## src/rtl/mips_pkg.sv

```systemverilog
// Shared definitions for the mips32 hazard/stall logic and the HI/LO datapath.
// Keeps the FSM encoding and latency defaults in one place.
package mips_pkg;

  typedef enum logic [1:0] {
    MD_IDLE = 2'd0,
    MD_BUSY = 2'd1,
    MD_DONE = 2'd2
  } md_state_e;

  localparam logic [4:0] REG_ZERO = 5'd0;

  localparam int MULT_LATENCY_DEF = 4;
  localparam int DIV_LATENCY_DEF  = 32;

  localparam int MD_CNT_W = 6;

  // $zero never creates a dependency
  function automatic logic src_match(
    input logic [4:0] src,
    input logic [4:0] dst
  );
    return (src != REG_ZERO) && (src == dst);
  endfunction

endpackage

```

## src/rtl/hilo_sequencer.sv

```systemverilog
// HI/LO multicycle unit sequencer: IDLE -> BUSY (latency count) -> DONE.
// DONE is the single-cycle HI/LO write strobe.
module hilo_sequencer
  import mips_pkg::*;
#(
  parameter int MULT_LATENCY = MULT_LATENCY_DEF,
  parameter int DIV_LATENCY  = DIV_LATENCY_DEF
) (
  input  logic clk_i,
  input  logic rst_i,
  input  logic start_i,
  input  logic is_div_i,
  input  logic mem_stall_i,
  output logic busy_o,
  output logic done_o
);

  localparam logic [MD_CNT_W-1:0] MULT_CNT =
    MD_CNT_W'(MULT_LATENCY - 1);
  localparam logic [MD_CNT_W-1:0] DIV_CNT =
    MD_CNT_W'(DIV_LATENCY - 1);

  md_state_e           state_q, state_d;
  logic [MD_CNT_W-1:0] cnt_q, cnt_d;

  always_ff @(posedge clk_i or posedge rst_i) begin
    if (rst_i) begin
      state_q <= MD_IDLE;
      cnt_q   <= '0;
    end else begin
      state_q <= state_d;
      cnt_q   <= cnt_d;
    end
  end

  always_comb begin
    state_d = state_q;
    cnt_d   = cnt_q;
    unique case (state_q)
      MD_IDLE: begin
        if (start_i && !mem_stall_i) begin
          state_d = MD_BUSY;
          cnt_d   = is_div_i ? DIV_CNT : MULT_CNT;
        end
      end
      MD_BUSY: begin
        // count runs through freezes
        if (cnt_q == '0) begin
          state_d = MD_DONE;
        end else begin
          cnt_d = cnt_q - 1'b1;
        end
      end
      MD_DONE: state_d = MD_IDLE;
      default: state_d = MD_IDLE;
    endcase
  end

  assign busy_o = (state_q != MD_IDLE);
  assign done_o = (state_q == MD_DONE);

endmodule

```

## src/rtl/hazard_controller.sv

```systemverilog
// mips32 hazard/stall controller: load-use, branch-in-ID, HI/LO
// and data-memory stalls, plus a saturating stall-cycle counter.
module hazard_controller
  import mips_pkg::*;
#(
  parameter int MULT_LATENCY = MULT_LATENCY_DEF,
  parameter int DIV_LATENCY  = DIV_LATENCY_DEF,
  parameter int CNT_WIDTH    = 16
) (
  input  logic                 clock,
  input  logic                 reset,
  input  logic [4:0]           rsID,
  input  logic [4:0]           rtID,
  input  logic                 useRtID,
  input  logic                 branchID,
  input  logic                 hiloReadID,
  input  logic                 mdID,
  input  logic [4:0]           destRegEX,
  input  logic [4:0]           destRegMEM,
  input  logic                 regWriteEX,
  input  logic                 memReadEX,
  input  logic                 memReadMEM,
  input  logic                 mdStartEX,
  input  logic                 mdIsDivEX,
  input  logic                 memStall,
  output logic                 stallPC,
  output logic                 stallIFID,
  output logic                 flushIDEX,
  output logic                 freeze,
  output logic                 mdBusy,
  output logic                 mdDone,
  output logic [CNT_WIDTH-1:0] stallCycles
);

  logic matchEX, matchMEM;
  logic loadUse, branchHaz, mdHaz;
  logic idStall, anyStall;
  logic [CNT_WIDTH-1:0] sc_q, sc_d;

  hilo_sequencer #(
    .MULT_LATENCY(MULT_LATENCY),
    .DIV_LATENCY (DIV_LATENCY)
  ) u_hilo (
    .clk_i      (clock),
    .rst_i      (reset),
    .start_i    (mdStartEX),
    .is_div_i   (mdIsDivEX),
    .mem_stall_i(memStall),
    .busy_o     (mdBusy),
    .done_o     (mdDone)
  );

  assign matchEX = src_match(rsID, destRegEX)
    | (useRtID & src_match(rtID, destRegEX));
  assign matchMEM = src_match(rsID, destRegMEM)
    | (useRtID & src_match(rtID, destRegMEM));

  assign loadUse = memReadEX & regWriteEX & matchEX;

  // ALU results in EX/MEM are forwardable to ID; loads are not
  assign branchHaz = branchID & (
    (regWriteEX & memReadEX & matchEX) |
    (memReadMEM & matchMEM));

  assign mdHaz = (hiloReadID | mdID) & mdBusy;

  assign idStall  = loadUse | branchHaz | mdHaz;
  assign anyStall = ~reset & (idStall | memStall);

  assign freeze    = ~reset & memStall;
  assign stallPC   = anyStall;
  assign stallIFID = anyStall;
  assign flushIDEX = ~reset & idStall & ~memStall;

  always_comb begin
    sc_d = sc_q;
    if (anyStall && !(&sc_q)) begin
      sc_d = sc_q + {{(CNT_WIDTH-1){1'b0}}, 1'b1};
    end
  end

  always_ff @(posedge clock or posedge reset) begin
    if (reset) begin
      sc_q <= '0;
    end else begin
      sc_q <= sc_d;
    end
  end

  assign stallCycles = sc_q;

endmodule

```

## config.mk

```make
export PLATFORM = sky130hd
export DESIGN_NAME = hazard_controller
export DESIGN_NICKNAME = d
export VERILOG_FILES = /design/src/rtl/mips_pkg.sv /design/src/rtl/hilo_sequencer.sv /design/src/rtl/hazard_controller.sv
export SDC_FILE = /design/constraint.sdc
export NUM_CORES = 1
export LEC_CHECK = 0
export ABC_AREA = 1
export CAP_MARGIN = 30
export CORE_ASPECT_RATIO = 2
export CORE_MARGIN = 5
export CORE_UTILIZATION = 30
export CTS_CLUSTER_DIAMETER = 200
export DETAILED_ROUTE_END_ITERATION = 12
export SLEW_MARGIN = 20
export SYNTH_ARGS = -nofsm -noshare
export SYNTH_HDL_FRONTEND = slang
export SYNTH_HIERARCHICAL = 1
export SYNTH_SLANG_ARGS = --single-unit
```

## constraint.sdc

```tcl
create_clock -name clock -period 2.4 [get_ports clock]
set_clock_uncertainty 0.05 [all_clocks]
set_input_delay 0.48 -clock clock [delete_from_list [all_inputs] [get_ports clock]]
set_output_delay 0.48 -clock clock [all_outputs]
set_load 0.01 [all_outputs]
```

==> results.rst, run 1 <==
.. list-table::
   :header-rows: 1

   * - Metric
     - Value
   * - Run status
     - finished, final reports clean
   * - Number of flops mapped to enable cells by yosys
     - 0
   * - Vias in the first global route
     - 2012
   * - Maximum count of clock buffers along a single path
     - 2
   * - Count of boundary I/O pins
     - 54
   * - Vias per Instance
     - 4.617
   * - Arrival time worst endpoint
     - 1.78 ns
   * - Net count, final
     - 389
   * - GRT Total Usage
     - 0.1403
   * - Antenna diode count
     - 0
   * - Leading register cell type out of synthesis
     - sky130_fd_sc_hd__dfrtp_1
   * - Synthesized netlist net count
     - 328
   * - Library cells used by synthesis
     - 31
   * - First-iteration detailed-routing DRC count
     - 69
   * - Count of antenna-violating nets left after detailed routing
     - 0
   * - Kind of start point of the critical path
     - input port
   * - DRC errors left
     - 0
   * - Maximum fanout along the worst path
     - 2
   * - Number of antenna violations at the first check in global routing
     - 0
   * - Clock buffers created by TritonCTS
     - 3
   * - Core ar.
     - 6569 um2
   * - Worst hold path type
     - reg -> reg
   * - Count of final hold-check violations
     - 0
   * - Share of flip-flops with an asynchronous set or reset
     - 1.000
   * - Post-Synthesis Mean Instance Area
     - 6.837 um2
   * - FF/Latch Area
     - 600.6 um2
   * - Period minus WS final
     - 2.306 ns
   * - Worst relative slew slack
     - 0.7394
   * - Mean routed wirelength per cell
     - 12.85 um
   * - Required time of the critical path
     - 1.87 ns
   * - Total wirelength of the detailed-routed design
     - 5669 um
   * - Synthesis-to-finish area growth
     - 39.29%
   * - Final setup viols
     - 0
   * - Unrepaired setup endpoints after global routing
     - no
   * - Transition time of the tightest slew-check pin
     - 0.3908 ns
   * - LEAKAGE
     - 1.447 nW
   * - Detailed placer's ending HPWL
     - 4531 um
   * - Worst setup slack for register-to-register paths
     - 0.34 ns
   * - Final count of pins violating max slew
     - 0
   * - Critical path endpoint
     - freeze
   * - Worst voltage drop across the vdd grid
     - 0.0003730 V
   * - Sequential-to-total area share from yosys stat
     - 0.2998
   * - R2R cell count
     - 7
   * - Flops & latches, synth
     - 24
   * - Clock tree from TritonCTS
     - yes
   * - Skew-Pair Late Insertion Delay
     - 0.26 ns
   * - Number of warnings reported in the yosys synthesis log
     - 6
   * - GP Congestion
     - 0.8514
   * - Non-Filler Instances
     - 441
   * - Launching element of the worst setup path
     - memStall
   * - GRT Residual Overflow
     - 0
   * - Combined area of all synthesized cells
     - 2003 um2
   * - Number of rows in the core area
     - 42
   * - Die height
     - 125.6 um
   * - Reg-to-reg critical path startpoint
     - stallCycles[0]
   * - CTS H-Tree Depth
     - 1
   * - Total number of vias
     - 2036
   * - DR pass1 iterations
     - 4
   * - Power density over the cells
     - 726.8 nW/um2
   * - Proportion of layout cells with a drive suffix above 1
     - 0.1275
   * - Total of max-cap violations
     - 0
   * - Die W
     - 67.78 um
   * - Maximum number of pins on one net before global-route repair
     - 35
   * - Starting density of the core
     - 0.3050
   * - Placed Cells
     - 437
   * - Post-route fraction of the period consumed by the critical path
     - 0.9607
   * - Crit end category
     - output port
   * - IO buf count
     - 53
   * - Clock transition at path regs
     - 0.06 ns
   * - Final core utilization
     - 0.4248
   * - Clock sinks
     - 24
   * - Max Fclk
     - 433.7 MHz
   * - Endpoint of the lowest-slack register-to-register path
     - stallCycles[11]
   * - Fill cells
     - 706
   * - Combined area of the multi-input logic cells
     - 1240 um2
   * - Category of the critical setup timing path
     - in -> out
   * - Clock root buffer master
     - sky130_fd_sc_hd__clkbuf_16
   * - Cells after Synth
     - 293
   * - Die area
     - 8510 um2
   * - First-pass GRT wire length
     - 9377 um
-- Yosys cell counts (all sizes together) (3+ instances only) --
library cell  count  area (um2)
o21ai             7       42.54
xnor2            11       96.34
nand3            18       112.6
ha                3       37.54
nor3              4       36.29
xor2             13       113.9
nand2           104       400.4
nor2             32       143.9
dfrtp            24       600.6
inv              41       153.9
nand4            23       173.9
buf               4       31.27
a21oi             4       31.28
-- cell type report --
| class | instances | share of cell area |
|---|---|---|
| Timing Repair Buffer | 62 | 0.2081 |
| Tap cell | 88 | 0.03946 |
| Inverter | 41 | 0.05516 |
| Multi-Input combinational cell | 222 | 0.4444 |
| Sequential cell | 24 | 0.2152 |
| Clock buffer | 3 | 0.02691 |
| Clock inverter | 1 | 0.01076 |
-- registers in the layout (all words and copies together), names as in the netlist --
register        count
u_hilo/cnt_q        6
stallCycles        16
u_hilo/state_q      2
-- cells by family (layout without fill, tap and decap cells) --
kind of cell,count (synthesis),in the layout,share of synthesized area
AO/OA/AOI/OAI,11,11,0.03685
XOR/XNOR,24,24,0.1049
adder cells (fa/ha/maj),3,3,0.01874
buffers and inverters,47,107,0.09619
flip-flops,24,24,0.2998
AND/OR/NAND/NOR,184,184,0.4435
-- metal layers --
layer | up-vias | part of all wire | track usage
li1 | 1046 | - | -
met1 | 934 | 0.37 | 0.1489
met2 | 47 | 0.57 | 0.2665
met3 | 9 | 0.043 | 0.01885
met4 | 0 | 0.022 | 0.04807
met5 | - | 0 | 0
-- placed cells by master (no fill, tap or decap), types with 3 or more instances in the layout --
cell / Yosys / final
sky130_fd_sc_hd__inv_1: 38 / 35
sky130_fd_sc_hd__nand2_2: 1 / 3
sky130_fd_sc_hd__xor2_1: 13 / 12
sky130_fd_sc_hd__nor2_2: 3 / 4
sky130_fd_sc_hd__clkbuf_16: 0 / 3
sky130_fd_sc_hd__dlygate4sd2_1: 0 / 18
sky130_fd_sc_hd__o21ai_2: 2 / 3
sky130_fd_sc_hd__xnor2_1: 11 / 10
sky130_fd_sc_hd__nand2_1: 102 / 100
sky130_fd_sc_hd__inv_2: 3 / 6
sky130_fd_sc_hd__ha_1: 3 / 3
sky130_fd_sc_hd__dlymetal6s2s_1: 0 / 3
sky130_fd_sc_hd__buf_4: 2 / 8
sky130_fd_sc_hd__nand4_1: 21 / 21
sky130_fd_sc_hd__buf_2: 1 / 3
sky130_fd_sc_hd__clkdlybuf4s50_1: 0 / 29
sky130_fd_sc_hd__nand3_1: 15 / 15
sky130_fd_sc_hd__nor2_1: 28 / 27
sky130_fd_sc_hd__dfrtp_1: 24 / 24
-- worst min-delay path by stage --
stage / slack (ns) / cells after the start / end / from
finish: 0.49 / 2 / stallCycles[7] / stallCycles[7]
global route: 0.53 / 2 / u_hilo/cnt_q[5] / u_hilo/cnt_q[5]
CTS: 0.49 / 2 / stallCycles[7] / stallCycles[7]
detailed placement: 0.47 / 2 / stallCycles[7] / stallCycles[7]
global placement: 0.47 / 2 / stallCycles[7] / stallCycles[7]
floorplan: 0.25 / 1 / u_hilo/cnt_q[0] / reset
-- worst max-delay path, stage by stage --
cell	delay (ns)
sky130_fd_sc_hd__clkdlybuf4s50_1	0.47
sky130_fd_sc_hd__inv_1	0.06
sky130_fd_sc_hd__buf_4	0.14
sky130_fd_sc_hd__nor2_1	0.08
sky130_fd_sc_hd__clkdlybuf4s50_1	0.54
-- metrics by stage --
stage / cell area [um2] / setup TNS (ns) / power [W] / hold WS (ns) / setup WS, ns
6_report: 2790 / 0 / 0.002028 / 0.4914 / 0.09434
5_1_grt: 2790 / 0 / 0.002210 / 0.5275 / 0.01955
4_1_cts: 2768 / 0 / 0.002055 / 0.4906 / 0.003259
3_5_place_dp: 2685 / -1.435 / 0.001583 / 0.4725 / -0.5038
3_3_place_gp: 2685 / -1.484 / 0.001568 / 0.4723 / -0.5150
2_1_floorplan: 2003 / 0 / 0.001228 / 0.2457 / 0.3883
-- report_power, final --
group | switching, W | leakage, nW | internal, W
clock | 0.000142 | 0.0511 | 0.000331
combinational | 0.000525 | 1.08 | 0.000409
sequential | 0.000118 | 0.317 | 0.000503
-- timing repair --
| item | 4_1_cts | 5_1_grt |
|---|---|---|
| hold buffers | 0 | 0 |
| pin swaps | 2 | 3 |
| gates resized for setup | 36 | 8 |
| setup buffers | 0 | 0 |
| endpoints found under the setup margin | 3 | 3 |
| hold endpoints to repair | 0 | 0 |
Note: power is estimated with default switching activity, not from simulation.
==> run 2, diff against run 1 <==
PLACE_DENSITY = 0.6   (was unset)
==> results of run 2 <==
Same layout as run 1: the final DEF is identical, and so are final timing and power.
==> run 3, diff against run 2 <==
CTS_BUF_LIST = sky130_fd_sc_hd__clkbuf_2 sky130_fd_sc_hd__clkbuf_4 sky130_fd_sc_hd__clkbuf_8   (was unset)
SETUP_SLACK_MARGIN = 0.3   (was unset)
==> results.rst, run 3 (same netlist as run 1, synthesis figures left out) <==
.. list-table::
   :header-rows: 1

   * - Metric
     - Value
   * - Run status
     - finished, final reports clean (unchanged)
   * - Die W
     - 67.78 um (unchanged)
   * - Final setup viols
     - 0 (unchanged)
   * - First-pass GRT wire length
     - 9446 um (was 9377 um)
   * - Commonest cells after routing, fill and taps aside
     - sky130_fd_sc_hd__nand2_1, sky130_fd_sc_hd__inv_1, sky130_fd_sc_hd__clkdlybuf4s50_1 (unchanged)
   * - Count of boundary I/O pins
     - 54 (unchanged)
   * - Maximum count of clock buffers along a single path
     - 2 (unchanged)
   * - Arrival time worst endpoint
     - 1.53 ns (was 1.78 ns)
   * - Net count, final
     - 392 (was 389)
   * - Worst path slowest cell
     - sky130_fd_sc_hd__clkdlybuf4s50_1 (unchanged)
   * - Clock root buffer master
     - sky130_fd_sc_hd__clkbuf_8 (was sky130_fd_sc_hd__clkbuf_16)
   * - Max Fclk
     - 484.5 MHz (was 433.7 MHz)
   * - Skew-Pair Late Insertion Delay
     - 0.27 ns (was 0.26 ns)
   * - IO buf count
     - 53 (unchanged)
   * - Final worst hold slack
     - 0.4951 ns (was 0.4914 ns)
   * - First-iteration detailed-routing DRC count
     - 78 (was 69)
   * - Crit-path cells
     - clkdlybuf4s50_1, o21ai_1, buf_4, nand3_2, nand2_2, o21ai_2, buf_2 (was clkdlybuf4s50_1, inv_1, buf_4, nor2_1, clkdlybuf4s50_1)
   * - Final count of pins violating max slew
     - 0 (unchanged)
   * - Transition time of the tightest slew-check pin
     - 0.4079 ns (was 0.3908 ns)
   * - Number of antenna violations at the first check in global routing
     - 0 (unchanged)
   * - Category of the critical setup timing path
     - in -> out (unchanged)
   * - Count of final hold-check violations
     - 0 (unchanged)
   * - Total of max-cap violations
     - 0 (unchanged)
   * - Final core utilization
     - 0.4272 (was 0.4248)
   * - Post-route fraction of the period consumed by the critical path
     - 0.8600 (was 0.9607)
   * - Area of placed instances
     - 2685 um2 (unchanged)
   * - Count of antenna-violating nets left after detailed routing
     - 0 (unchanged)
   * - Worst hold path type
     - reg -> reg (unchanged)
   * - Vias in the first global route
     - 2027 (was 2012)
   * - DRC errors left
     - 0 (unchanged)
   * - Power density over the cells
     - 691.7 nW/um2 (was 726.8 nW/um2)
   * - Clock sinks
     - 24 (unchanged)
   * - Total number of vias
     - 2053 (was 2036)
   * - Total wirelength of the detailed-routed design
     - 5890 um (was 5669 um)
   * - CTS H-Tree Depth
     - 1 (unchanged)
   * - GRT Residual Overflow
     - 0 (unchanged)
   * - Final Instance Area
     - 2806 um2 (was 2790 um2)
   * - Worst voltage drop across the vdd grid
     - 0.0003776 V (was 0.0003730 V)
   * - Number of rows in the core area
     - 42 (unchanged)
   * - Kind of start point of the critical path
     - input port (unchanged)
   * - Most common cell after layout, fill and taps aside
     - sky130_fd_sc_hd__nand2_1 (unchanged)
   * - Maximum number of pins on one net before global-route repair
     - 35 (unchanged)
   * - Setup TNS
     - 0 ns (unchanged)
   * - DR pass1 iterations
     - 4 (unchanged)
   * - Detailed placer's ending HPWL
     - 4531 um (unchanged)
   * - Max FFs per register
     - 16 (unchanged)
   * - Clock buffers created by TritonCTS
     - 3 (unchanged)
   * - Period minus WS final
     - 2.064 ns (was 2.306 ns)
   * - LEAKAGE
     - 1.438 nW (was 1.447 nW)
   * - Clock tree from TritonCTS
     - yes (unchanged)
   * - Core ar.
     - 6569 um2 (unchanged)
   * - Required time of the critical path
     - 1.87 ns (about the same)
   * - Synthesis-to-finish area growth
     - 40.10% (was 39.29%)
   * - GRT Total Usage
     - 0.1417 (was 0.1403)
   * - Proportion of layout cells with a drive suffix above 1
     - 0.2360 (was 0.1275)
   * - Clock transition at path regs
     - 0.08 ns (was 0.06 ns)
   * - Slowest cell delay on critical path
     - 0.40 ns (was 0.54 ns)
   * - Unrepaired setup endpoints after global routing
     - no (unchanged)
   * - Maximum fanout along the worst path
     - 2 (unchanged)
   * - Mean routed wirelength per cell
     - 13.27 um (was 12.85 um)
   * - Total chip power
     - 0.001941 W (was 0.002028 W)
   * - Die height
     - 125.6 um (unchanged)
   * - Crit end category
     - output port (unchanged)
   * - GP Congestion
     - 0.8514 (unchanged)
   * - Worst relative slew slack
     - 0.7280 (was 0.7394)
   * - Starting density of the core
     - 0.3050 (unchanged)
   * - Die area
     - 8510 um2 (unchanged)
   * - Antenna diode count
     - 0 (unchanged)
   * - Vias per Instance
     - 4.624 (was 4.617)
## run 3: through the flow
stage               setup WS (ns)  instances
floorplan                  0.3883        293
global placement          -0.5150        437
detailed placement        -0.5038        437
CTS                        0.3000        442
global route               0.2631        444
finish                     0.3359        444
## run 3: path summary, 6_finish.rpt
path | to | slack (ns) | from | cells past startpoint
min in group asynchronous | u_hilo/state_q[1] | 0.53 | reset | 2
max in group asynchronous | stallCycles[14] | 1.27 | reset | 3
worst max register to register | stallCycles[11] | 0.50 | stallCycles[0] | 8
worst min-delay path | stallCycles[7] | 0.50 | stallCycles[7] | 2
worst max-delay path | stallPC | 0.34 | mdID | 7
worst min register to register | stallCycles[7] | 0.50 | stallCycles[7] | 2
## run 3: worst max-delay path, delay by kind of cell
family                 cells  cell delay (ns)
AOI/OAI and AO/OA          2             0.20
buffers and inverters      3             0.68
and+or+nand+nor            2             0.17
## run 3: area by class of cell
type                            count  area, um2
Clock buffer                        3      41.29
Clock inverter                      1      30.03
Fill cell                         709       3762
Inverter                           41      156.4
Multi-Input combinational cell    223       1320
Sequential cell                    24      600.6
Tap cell                           88      110.1
Timing Repair Buffer               64      548.0
## run 3: power by group
| part | total, W | switching, W | internal [W] |
|---|---|---|---|
| clock | 0.000355 | 0.000132 | 0.000223 |
| combinational | 0.000965 | 0.000543 | 0.000422 |
| sequential | 0.000621 | 0.000119 | 0.000502 |
| total | 0.00194 | 0.000794 | 0.00115 |
## run 3: repair_timing
action                                 CTS  global route
endpoints found under the hold margin    0             0
cloned                                   0             1
hold buffers                             0             0
pin swaps                               21            26
setup endpoints to repair                4            18
resized for setup                      104            38
setup buffers                            1             1
## run 3: layer usage
metal / GRT usage / wire [um] / vias up
li1: - / - / 1057
met1: 0.1478 / 2104 / 933
met2: 0.2682 / 3405 / 53
met3: 0.01975 / 231 / 10
met4: 0.05510 / 148 / 0
met5: 0 / 0 / -
